**config.mk**
```make
export PLATFORM = sky130hd
export DESIGN_NAME = player_motion
export DESIGN_NICKNAME = d
export VERILOG_FILES = /design/src/rtl/player_pkg.sv /design/src/rtl/key_edge_detect.sv /design/src/rtl/player_motion.sv
export SDC_FILE = /design/constraint.sdc
export NUM_CORES = 1
export LEC_CHECK = 0
export CELL_PAD_IN_SITES_DETAIL_PLACEMENT = 2
export CELL_PAD_IN_SITES_GLOBAL_PLACEMENT = 2
export CORE_MARGIN = 5
export CORE_UTILIZATION = 28
export DETAILED_ROUTE_END_ITERATION = 10
export PLACE_DENSITY_LB_ADDON = 0.1
export SYNTH_ARGS = -nofsm -noshare
export SYNTH_HDL_FRONTEND = slang
export SYNTH_SLANG_ARGS = --single-unit
```
**constraint.sdc**
```tcl
create_clock -name frame_clk -period 3 [get_ports frame_clk]
set_clock_uncertainty 0.15 [all_clocks]
set_input_delay 0.45 -clock frame_clk [delete_from_list [all_inputs] [get_ports frame_clk]]
set_output_delay 0.45 -clock frame_clk [all_outputs]
set_load 0.005 [all_outputs]
```
**src/rtl/player_pkg.sv**
```systemverilog
// Shared types and constants for the player sprite motion controller.
package player_pkg;

  typedef enum logic [1:0] {
    GROUNDED = 2'd0,
    RISING   = 2'd1,
    FALLING  = 2'd2
  } state_t;

  localparam int unsigned KEY_W  = 16;
  localparam int unsigned VEL_W  = 8;
  localparam int unsigned POS_W  = 10;
  localparam int unsigned CALC_W = 12;

  localparam logic [KEY_W-1:0] KEY_LEFT  = 16'h0004;
  localparam logic [KEY_W-1:0] KEY_RIGHT = 16'h0007;
  localparam logic [KEY_W-1:0] KEY_JUMP  = 16'h001A;
  localparam logic [KEY_W-1:0] KEY_NONE  = 16'h0000;

endpackage

```
**src/rtl/key_edge_detect.sv**
```systemverilog
// Rising-edge detector for the jump keycode: high for the first frame the jump key is seen.
module key_edge_detect
  import player_pkg::*;
(
  input  logic             frame_clk,
  input  logic             Reset,
  input  logic [KEY_W-1:0] i_key,
  output logic             o_jump_edge_c
);

  logic w_is_jump;
  logic r_jump_prev;

  assign w_is_jump = (i_key == KEY_JUMP);

  // Remember whether the previous frame's key was jump.
  always_ff @(posedge frame_clk or posedge Reset) begin
    if (Reset) begin
      r_jump_prev <= 1'b0;
    end else begin
      r_jump_prev <= w_is_jump;
    end
  end

  assign o_jump_edge_c = w_is_jump & ~r_jump_prev;

endmodule

```
**src/rtl/player_motion.sv**
```systemverilog
// Per-frame motion controller for a square player sprite: clamped horizontal
// stepping plus a grounded/rising/falling jump FSM with signed vertical velocity.
// Optional macro PLAYER_DOUBLE_JUMP_EN allows one extra jump per airborne period.
module player_motion
  import player_pkg::*;
#(
  parameter int X_START  = 320,
  parameter int Y_START  = 475,
  parameter int X_MIN    = 0,
  parameter int X_MAX    = 639,
  parameter int Y_MIN    = 0,
  parameter int FLOOR_Y  = 479,
  parameter int SIZE     = 4,
  parameter int X_STEP   = 2,
  parameter int JUMP_VEL = 8,
  parameter int GRAVITY  = 1,
  parameter int MAX_FALL = 8
) (
  input  logic             frame_clk,
  input  logic             Reset,
  input  logic [KEY_W-1:0] key,
  output logic [POS_W-1:0] PosX,
  output logic [POS_W-1:0] PosY,
  output logic [POS_W-1:0] Size,
  output logic [VEL_W-1:0] VelY,
  output logic [1:0]       state,
  output logic             on_ground
);

  localparam logic signed [CALC_W-1:0] C_X_MIN    = CALC_W'(X_MIN);
  localparam logic signed [CALC_W-1:0] C_X_MAX    = CALC_W'(X_MAX);
  localparam logic signed [CALC_W-1:0] C_Y_MIN    = CALC_W'(Y_MIN);
  localparam logic signed [CALC_W-1:0] C_FLOOR    = CALC_W'(FLOOR_Y);
  localparam logic signed [CALC_W-1:0] C_SIZE     = CALC_W'(SIZE);
  localparam logic signed [CALC_W-1:0] C_X_STEP   = CALC_W'(X_STEP);
  localparam logic signed [CALC_W-1:0] C_JUMP_VEL = CALC_W'(JUMP_VEL);
  localparam logic signed [CALC_W-1:0] C_GRAVITY  = CALC_W'(GRAVITY);
  localparam logic signed [CALC_W-1:0] C_MAX_FALL = CALC_W'(MAX_FALL);

  state_t                    r_state;
  state_t                    w_state_nxt;
  logic        [POS_W-1:0]   r_pos_x;
  logic        [POS_W-1:0]   r_pos_y;
  logic signed [VEL_W-1:0]   r_vel_y;
  logic                      r_on_ground;

  logic        [POS_W-1:0]   w_pos_x_nxt;
  logic        [POS_W-1:0]   w_pos_y_nxt;
  logic signed [VEL_W-1:0]   w_vel_nxt;
  logic signed [CALC_W-1:0]  w_vx;
  logic signed [CALC_W-1:0]  w_nx;
  logic signed [CALC_W-1:0]  w_vy;
  logic signed [CALC_W-1:0]  w_ny;
  logic signed [CALC_W-1:0]  w_vy_grav;
  logic                      w_jump_edge;

`ifdef PLAYER_DOUBLE_JUMP_EN
  logic r_air_jump_used;
  logic w_air_jump_nxt;
`endif

  key_edge_detect u_key_edge (
    .frame_clk     (frame_clk),
    .Reset         (Reset),
    .i_key         (key),
    .o_jump_edge_c (w_jump_edge)
  );

  // Horizontal step with clamping to the playfield; no stored momentum.
  always_comb begin
    w_vx = '0;
    if (key == KEY_LEFT) begin
      w_vx = -C_X_STEP;
    end else if (key == KEY_RIGHT) begin
      w_vx = C_X_STEP;
    end
    w_nx        = $signed({2'b00, r_pos_x}) + w_vx;
    w_pos_x_nxt = POS_W'(w_nx);
    if (w_nx + C_SIZE > C_X_MAX) begin
      w_pos_x_nxt = POS_W'(C_X_MAX - C_SIZE);
    end else if (w_nx < C_X_MIN + C_SIZE) begin
      w_pos_x_nxt = POS_W'(C_X_MIN + C_SIZE);
    end
  end

  // Airborne kinematics: candidate position and gravity-limited velocity.
  always_comb begin
    w_vy      = $signed({{(CALC_W-VEL_W){r_vel_y[VEL_W-1]}}, r_vel_y});
    w_ny      = $signed({2'b00, r_pos_y}) + w_vy;
    w_vy_grav = w_vy + C_GRAVITY;
    if (w_vy_grav > C_MAX_FALL) begin
      w_vy_grav = C_MAX_FALL;
    end
  end

  // Jump FSM next-state and vertical datapath; landing beats ceiling beats gravity.
  always_comb begin
    w_state_nxt = r_state;
    w_pos_y_nxt = r_pos_y;
    w_vel_nxt   = r_vel_y;
`ifdef PLAYER_DOUBLE_JUMP_EN
    w_air_jump_nxt = r_air_jump_used;
`endif
    case (r_state)
      GROUNDED: begin
        w_vel_nxt = '0;
        if (w_jump_edge) begin
          w_vel_nxt   = VEL_W'(-C_JUMP_VEL);
          w_state_nxt = RISING;
        end
      end
      RISING, FALLING: begin
        if (w_ny + C_SIZE >= C_FLOOR) begin
          w_pos_y_nxt = POS_W'(C_FLOOR - C_SIZE);
          w_vel_nxt   = '0;
          w_state_nxt = GROUNDED;
`ifdef PLAYER_DOUBLE_JUMP_EN
          w_air_jump_nxt = 1'b0;
`endif
        end else if (w_ny < C_Y_MIN + C_SIZE) begin
          w_pos_y_nxt = POS_W'(C_Y_MIN + C_SIZE);
          w_vel_nxt   = '0;
          w_state_nxt = FALLING;
`ifdef PLAYER_DOUBLE_JUMP_EN
        end else if (w_jump_edge && !r_air_jump_used) begin
          w_vel_nxt      = VEL_W'(-C_JUMP_VEL);
          w_state_nxt    = RISING;
          w_air_jump_nxt = 1'b1;
`endif
        end else begin
          w_pos_y_nxt = POS_W'(w_ny);
          w_vel_nxt   = VEL_W'(w_vy_grav);
          w_state_nxt = w_vy_grav[CALC_W-1] ? RISING : FALLING;
        end
      end
      default: begin
        w_state_nxt = FALLING;
      end
    endcase
  end

  // FSM state register.
  always_ff @(posedge frame_clk or posedge Reset) begin
    if (Reset) begin
      r_state <= GROUNDED;
    end else begin
      r_state <= w_state_nxt;
    end
  end

  // Position, velocity and status registers.
  always_ff @(posedge frame_clk or posedge Reset) begin
    if (Reset) begin
      r_pos_x     <= POS_W'(X_START);
      r_pos_y     <= POS_W'(Y_START);
      r_vel_y     <= '0;
      r_on_ground <= 1'b1;
    end else begin
      r_pos_x     <= w_pos_x_nxt;
      r_pos_y     <= w_pos_y_nxt;
      r_vel_y     <= w_vel_nxt;
      r_on_ground <= (w_state_nxt == GROUNDED);
    end
  end

`ifdef PLAYER_DOUBLE_JUMP_EN
  // One extra jump per airborne period; cleared on landing.
  always_ff @(posedge frame_clk or posedge Reset) begin
    if (Reset) begin
      r_air_jump_used <= 1'b0;
    end else begin
      r_air_jump_used <= w_air_jump_nxt;
    end
  end
`endif

  assign PosX      = r_pos_x;
  assign PosY      = r_pos_y;
  assign Size      = POS_W'(SIZE);
  assign VelY      = r_vel_y;
  assign state     = r_state;
  assign on_ground = r_on_ground;

endmodule
```
==> results of run 1 <==
## Yosys cell counts, types with 2 or more instances
library cell   n  area share
inv_1         26       0.033
dfrtp_1       22        0.18
o21a_1         8       0.020
clkbuf_1       5      0.0063
nor3b_1        4       0.010
fa_1           2       0.013
and2_1         3      0.0063
nor2_1        16       0.020
o22ai_1        2      0.0042
nand2b_1       6       0.013
a2111oi_0      2      0.0059
a21o_1        13       0.033
a211o_1        4       0.012
buf_2          3      0.0050
nand2_1       14       0.018
and4_1         2      0.0059
or4_1          5       0.013
buf_1          2      0.0025
xnor2_1       11       0.032
nor3_1        12       0.020
xor2_1         8       0.023
and3_1         5       0.010
a221o_1        4       0.013
nand3_1       12       0.020
a211oi_1       3      0.0075
nand3b_1       2      0.0050
dfstp_2       10       0.088
or2_2          3      0.0063
nor2b_1        4      0.0084
conb_1         2      0.0025
o21ai_0       22       0.037
mux2i_1        2      0.0067
nor4_1         8       0.017
o211a_1        3       0.010
o21bai_1       6       0.015
buf_4         10       0.025
nand4_1        5       0.010
ha_1          24        0.10
a21oi_1       19       0.032
o211ai_1       5       0.013
nor4b_1        3      0.0088
## sequential cells by signal, indices dropped and copies added, names as in the netlist
| register | flops |
|---|---|
| PosX | 10 |
| PosY | 10 |
| VelY | 8 |
| on_ground | 1 |
| state | 2 |
| u_key_edge.r_jump_prev | 1 |
## metal layers
metal | wire length [um] | up-vias | track usage
li1 | - | 1610 | -
met1 | 8041 | 1864 | 0.3153
met2 | 9054 | 113 | 0.4186
met3 | 644 | 44 | 0.02941
met4 | 612 | 0 | 0.05529
met5 | 0 | - | 0
## power by group
| part | switching [uW] | internal (uW) |
|---|---|---|
| sequential | 7.85 | 439 |
| clock | 216 | 294 |
| combinational | 68.9 | 70.4 |
## worst max-delay path, cell delays in order
cell             delay [ns]
clkdlybuf4s15_1        0.18
nor3_2                 0.22
nand3_2                0.15
nor4_4                 0.33
buf_6                  0.19
ha_1                   0.30
inv_2                  0.12
o21bai_4               0.09
buf_4                  0.16
a21oi_1                0.24
buf_4                  0.17
nor2_1                 0.08
nor3_1                 0.70
nor4_4                 0.07
nand3_2                0.13
a32o_2                 0.32
nor4_2                 0.10
## cell type report
class                           instances  area, um2  area share
Sequential cell                        32      814.5      0.1485
Clock inverter                          1      30.03    0.005473
Inverter                               26      100.1     0.01824
Clock buffer                            7      96.34     0.01756
Tap cell                              136      170.2     0.03101
Timing Repair Buffer                  176       1510      0.2753
Multi-Input combinational cell        277       2765      0.5040
## worst paths after layout
check                                     from                  end  slack (ns)
hold / removal             PosX[0]$_DFFE_PP0P_  PosX[0]$_DFFE_PP0P_        0.36
hold reg to reg            PosX[0]$_DFFE_PP0P_  PosX[0]$_DFFE_PP0P_        0.36
max in group asynchronous                Reset  VelY[0]$_DFFE_PP0N_        1.91
setup / recovery                       key[13]    PosX[7]$_DFF_PP0_       -0.99
setup reg to reg           VelY[5]$_DFFE_PP0N_  VelY[4]$_DFFE_PP0N_       -0.67
min in group asynchronous                Reset    PosX[7]$_DFF_PP0_        0.41
## through the flow
stage | hold WS (ns) | TNS [ns]
6_report | 0.3606 | -21.25
2_1_floorplan | 0.3174 | -10.39
4_1_cts | 0.3505 | -11.13
5_1_grt | 0.3987 | -23.75
3_5_place_dp | 0.3326 | -22.74
3_3_place_gp | 0.3253 | -19.82
## placed cells by master (no fill, tap or decap), types with 4 or more instances in the layout
master	netlist	layout
xnor2_1	11	5
a21o_1	13	13
dlygate4sd2_1	0	5
nand2_1	14	10
a221o_1	4	4
clkdlybuf4s50_1	0	32
o21a_1	8	6
ha_1	24	17
nand2b_1	6	6
o21ai_1	0	7
nor2_1	16	15
nor3_2	0	4
buf_4	10	109
nor4_4	0	6
conb_1	2	10
and3_1	5	4
nand3_2	0	5
xor2_1	8	5
clkbuf_8	0	7
buf_6	0	22
o211ai_1	5	5
o21ai_0	22	8
a21oi_1	19	12
a21oi_2	0	4
clkdlybuf4s15_1	0	5
inv_1	26	23
dfrtp_1	22	21
nand3_1	12	6
ha_4	0	6
o21bai_1	6	4
nand4_1	5	5
o21ai_2	0	6
nor3_1	12	6
dfstp_2	10	10
## cells by family after synthesis
kind of cell             Yosys count  synth area share
AO/OA/AOI/OAI                    111            0.2721
XOR/XNOR                          19           0.05567
adder cells (fa/ha/maj)           26            0.1139
buffers and inverters             46           0.07158
flip-flops                        32            0.2721
multiplexers                       2          0.006698
other                              2          0.002512
AND/OR/NAND/NOR                  108            0.2055
## repair_timing
| action | in CTS | in global routing |
|---|---|---|
| gates cloned | 1 | 0 |
| gates resized for setup | 140 | 37 |
| pin swaps | 51 | 41 |
| endpoints found under the setup margin | 31 | 31 |
| setup buffers | 17 | 23 |
==> impl_metrics.ini, run 1 <==
[layout]
fillers = 1091
num-nets-final = 562
fin_cells = 655
stdcell_area_um2 = 5487
drive_gt1_frac = 0.4933
n_antenna_cell = 0
area_growth_pct = 83.55
finalCoreUtilization = 0.5291

[place]
place_area_um2 = 4451
place_congestion = 0.8489
placed_cells = 614
dp_hpwl_mm = 9.351
port_buffers = 48
pre_cts_ws_ns = -1.541

[power_and_ir_drop]
ir_drop_mv = 0.1594
p_leak_uw = 0.002503
power.density_nw_per_um2 = 199.8
power.total_uw = 1096

[synth]
synth_enable_flop_cells = 0
yosys_warnings = 0
ys_ff_latch = 32
synthDistinctLibCells = 65
async_flop_share = 1.000
syn_area_um2 = 2989
ys_seq_area_frac = 0.2721
synthFlopType = dfrtp_1
avgSynthCellArea_um2 = 8.639
synthCells = 346

[detailed_routing]
drc_errors = 0
vias_per_cell = 5.544
wire_per_inst_um = 28.02
vias = 3631
wl_mm = 18.35
drt_iter0_drc = 188
antenna_left = 0
firstDrtPassIters = 4

[floorplan]
fp.dieW_um = 113.3
rows = 37
die-area_um2 = 12840
die_h_um = 113.3
io_pins = 59
start_util = 0.2882
core_area_um2 = 10370

[global_route]
grt_usage = 0.2395
grt_pass1_wl_mm = 23.83
grt_max_degree = 33
grt_pass1_vias = 3990
antenna_found_initial = 0
overflow = 0

[worst_setup_path]
cp-start-kind = input pin
crit_required_ns = 3.02
criticalPathCategory = input pin to flip-flop
cp-end-kind = flip-flop
reg2reg_depth = 10
worst-endpoint-arrival_ns = 4.01
crit_fanout = 6

[timing]
finalSetupViolations = 31
min_period_ns = 3.986
worstMarginPinSlew_ns = 0.8874
slew_violations = 0
hold_viol_final = 0
fin_ws_ns = -0.9855
min_period_over_period = 1.329
rsz0062_at_grt = true
slew_headroom = 0.4039
max_freq_ghz = 0.2509

[clock_network]
clock_latency_ns = 0.32
holdBufCountCts = 0
cts.sinks = 32
cts_buffers = 5
cts_buffer_depth = 2
cts_tree = built
cts.clk_slew.worst_paths_ns = 0.09
cts_htree_levels = 2
cts_root_buf = clkbuf_8

[job]
max_cap_viol_count = 0

[outcome]
violations = negative setup slack
status = finished, violations left

[worst_hold_path]
hold_path_depth = 1
hp-class = flip-flop to flip-flop
(Power assumes the default switching activity.)
==> run 2, diff against run 1 <==
--- a/config.mk
+++ b/config.mk
@@ -7,7 +7,7 @@
 export LEC_CHECK = 0
 export CELL_PAD_IN_SITES_DETAIL_PLACEMENT = 2
 export CELL_PAD_IN_SITES_GLOBAL_PLACEMENT = 2
-export CORE_MARGIN = 5
+export CORE_MARGIN = 2
 export CORE_UTILIZATION = 28
 export DETAILED_ROUTE_END_ITERATION = 10
 export PLACE_DENSITY_LB_ADDON = 0.1
==> run 2 against run 1 <==
Effect of this change: the run still ends with negative setup slack left; combinational power shrank 9%; register-to-register slack better by 0.09 ns; fmax grew 5.8%; sequential power about the same; via count fell by 0.28%; first-iteration DRC count grew 3.2%; clock power fell by 22%; clock-buffer cell count is 1 higher; wire length down 6.6%; sequential cell count unchanged; critical path type unchanged.
==> impl_metrics.ini, run 2 (same netlist as run 1, synthesis figures left out) <==
[detailed_routing]
drc_errors = 0
vias_per_cell = 5.579
vias = 3621
drt_iter0_drc = 194
antenna_left = 0
wire_per_inst_um = 26.41
firstDrtPassIters = 4
wl_mm = 17.14

[worst_setup_path]
crit_path_max_incr_delay_ns = 0.30
crit_slowest_cell = nor4_4
cp_top_family = compound AO/OA/AOI/OAI gates
path_buf_inv = 4
cp-start-kind = input pin
cp-end-kind = flip-flop
worst-endpoint-arrival_ns = 3.85
crit_chain = buf_6, nor4_4, nand3_2, buf_6, nor3_4, ha_2, fa_2, a21oi_4, o21bai_2, a211o_1, a21o_1, buf_6, nand2_1, o21a_1, o211a_1, o32ai_2, buf_4, a21o_1
crit_fanout = 3
criticalPathCategory = input pin to flip-flop
crit_required_ns = 3.08
cp_common_cell = buf_6

[layout]
final_common_cell = buf_4
n_antenna_cell = 0
drive_gt1_frac = 0.4873
fillers = 1083
stdcell_area_um2 = 5318
final_cell_mix = 108 x buf_4, 32 x clkdlybuf4s50_1, 24 x inv_1
seqCellArea_um2 = 814.5
area_growth_pct = 77.90
num-nets-final = 556
multi_input_area_um2 = 2716

[outcome]
violations = negative setup slack
status = finished, violations left

[power_and_ir_drop]
p_sw_frac = 0.2874
p_leak_uw = 0.002488
pwr-share-clk = 0.409
ir_drop_mv = 0.1491
power.density_nw_per_um2 = 182.0
p_sw_uw = 278.2
combPwrFrac = 0.130
internal-power_uw = 689.6
power_frac_seq = 0.461

[floorplan]
start_util = 0.2895
die_h_um = 107.3
rows = 37
die-area_um2 = 11520
fp.dieW_um = 107.3
io_pins = 59
core_area_um2 = 10320

[place]
port_buffers = 48
dp_hpwl_mm = 9.480
place_area_um2 = 4438
place_congestion = 0.8430

[timing]
finalSetupViolations = 31
rsz0062_at_grt = true
slew_violations = 0
slew_headroom = 0.4467
min_period_over_period = 1.256
finalSetupTns_ns = -16.50
min_period_ns = 3.768
hold_viol_final = 0
worstMarginPinSlew_ns = 0.8299
fin_ws_ns = -0.7677
max_freq_ghz = 0.2654

[worst_hold_path]
hp-class = flip-flop to flip-flop

[global_route]
antenna_found_initial = 0
grt_pass1_wl_mm = 23.01
grt_usage = 0.2646
grt_max_degree = 33
overflow = 0
grt_pass1_vias = 3949

[clock_network]
cts_root_buf = clkbuf_8
cts_buffers = 5
clock_latency_ns = 0.32
cts.sinks = 32
cts.clk_slew.worst_paths_ns = 0.07
cts_buffer_depth = 2
cts_htree_levels = 2
holdBufCountCts = 0
cts_tree = built

[job]
max_cap_viol_count = 0
## run 2: cell count changes in the layout (fill, tap and decap cells not counted), moves of 2 or more
cell	change
buf_6	-5
clkdlybuf4s15_1	-3
xor2_1	-3
buf_2	+2
clkbuf_1	+2
clkdlybuf4s15_2	+2
ha_1	+2
ha_4	-2
o21bai_4	-2
xor2_2	+2
## run 2: timing repair
item	CTS	global route
gates cloned	1	0
resized for setup	140	34
pin swaps	48	22
buffers inserted	20	13
endpoints found under the setup margin	31	31
## run 2: final timing paths
path / cells after the start / slack [ns] / to / start
hold / removal: 2 / 0.37 / PosY[8]$_DFFE_PP1N_ / PosY[8]$_DFFE_PP1N_
min in group asynchronous: 3 / 0.41 / PosY[9]$_DFFE_PP0N_ / Reset
max in group asynchronous: 3 / 1.91 / PosY[8]$_DFFE_PP1N_ / Reset
setup / recovery: 18 / -0.77 / PosX[1]$_DFF_PP0_ / key[14]
setup reg to reg: 11 / -0.58 / VelY[2]$_DFFE_PP0N_ / PosY[1]$_DFFE_PP1N_
hold reg to reg: 2 / 0.37 / PosY[8]$_DFFE_PP1N_ / PosY[8]$_DFFE_PP1N_
## run 2: area by class of cell
| class | instances | area share |
|---|---|---|
| inverters | 26 | 0.01835 |
| repair buffers | 170 | 0.2687 |
| clock buffers | 8 | 0.01694 |
| multi-input cells | 277 | 0.5108 |
| flip-flops and latches | 32 | 0.1532 |
| well taps | 136 | 0.03200 |
## run 2: metrics by stage
step                cells  hold slack [ns]  total power (uW)  utilization  setup WS, ns
floorplan             354           0.3174             497.1            -       -0.8595
global placement      614           0.3303             555.2       0.4299        -1.387
detailed placement    614           0.3564             560.4       0.4299        -1.677
CTS                   642           0.3449             939.0       0.4942       -0.5306
global route          649           0.4030             990.8       0.5151       -0.9197
finish                649           0.3707             967.8       0.5151       -0.7677
## run 2: layer usage
layer / wire length [um] / share of wire / vias up / global-route usage
met2: 8808 / 0.51 / 103 / 0.4774
li1: - / - / 1597 / -
met1: 7384 / 0.43 / 1897 / 0.3340
met5: 0 / 0 / - / 0
met4: 274 / 0.016 / 0 / 0.06957
met3: 670 / 0.039 / 24 / 0.02906
## run 2: worst register-to-register path, delay by kind of cell (launching register included)
family                     cells  cell delay, ns
and+or+nand+nor                3            0.82
adders and majority gates      1            0.22
AOI/OAI and AO/OA              6            1.50
buffers and inverters          1            0.17
DFF                            1            0.60
## run 2: power by group through the flow
stage          Combinational [uW]  Sequential [uW]  Clock (uW)
5_1_grt                       134              447         410
3_3_place_gp                  104              452           0
4_1_cts                       119              445         375
6_report                      126              446         396
2_1_floorplan                46.0              451           0
3_5_place_dp                  108              452           0
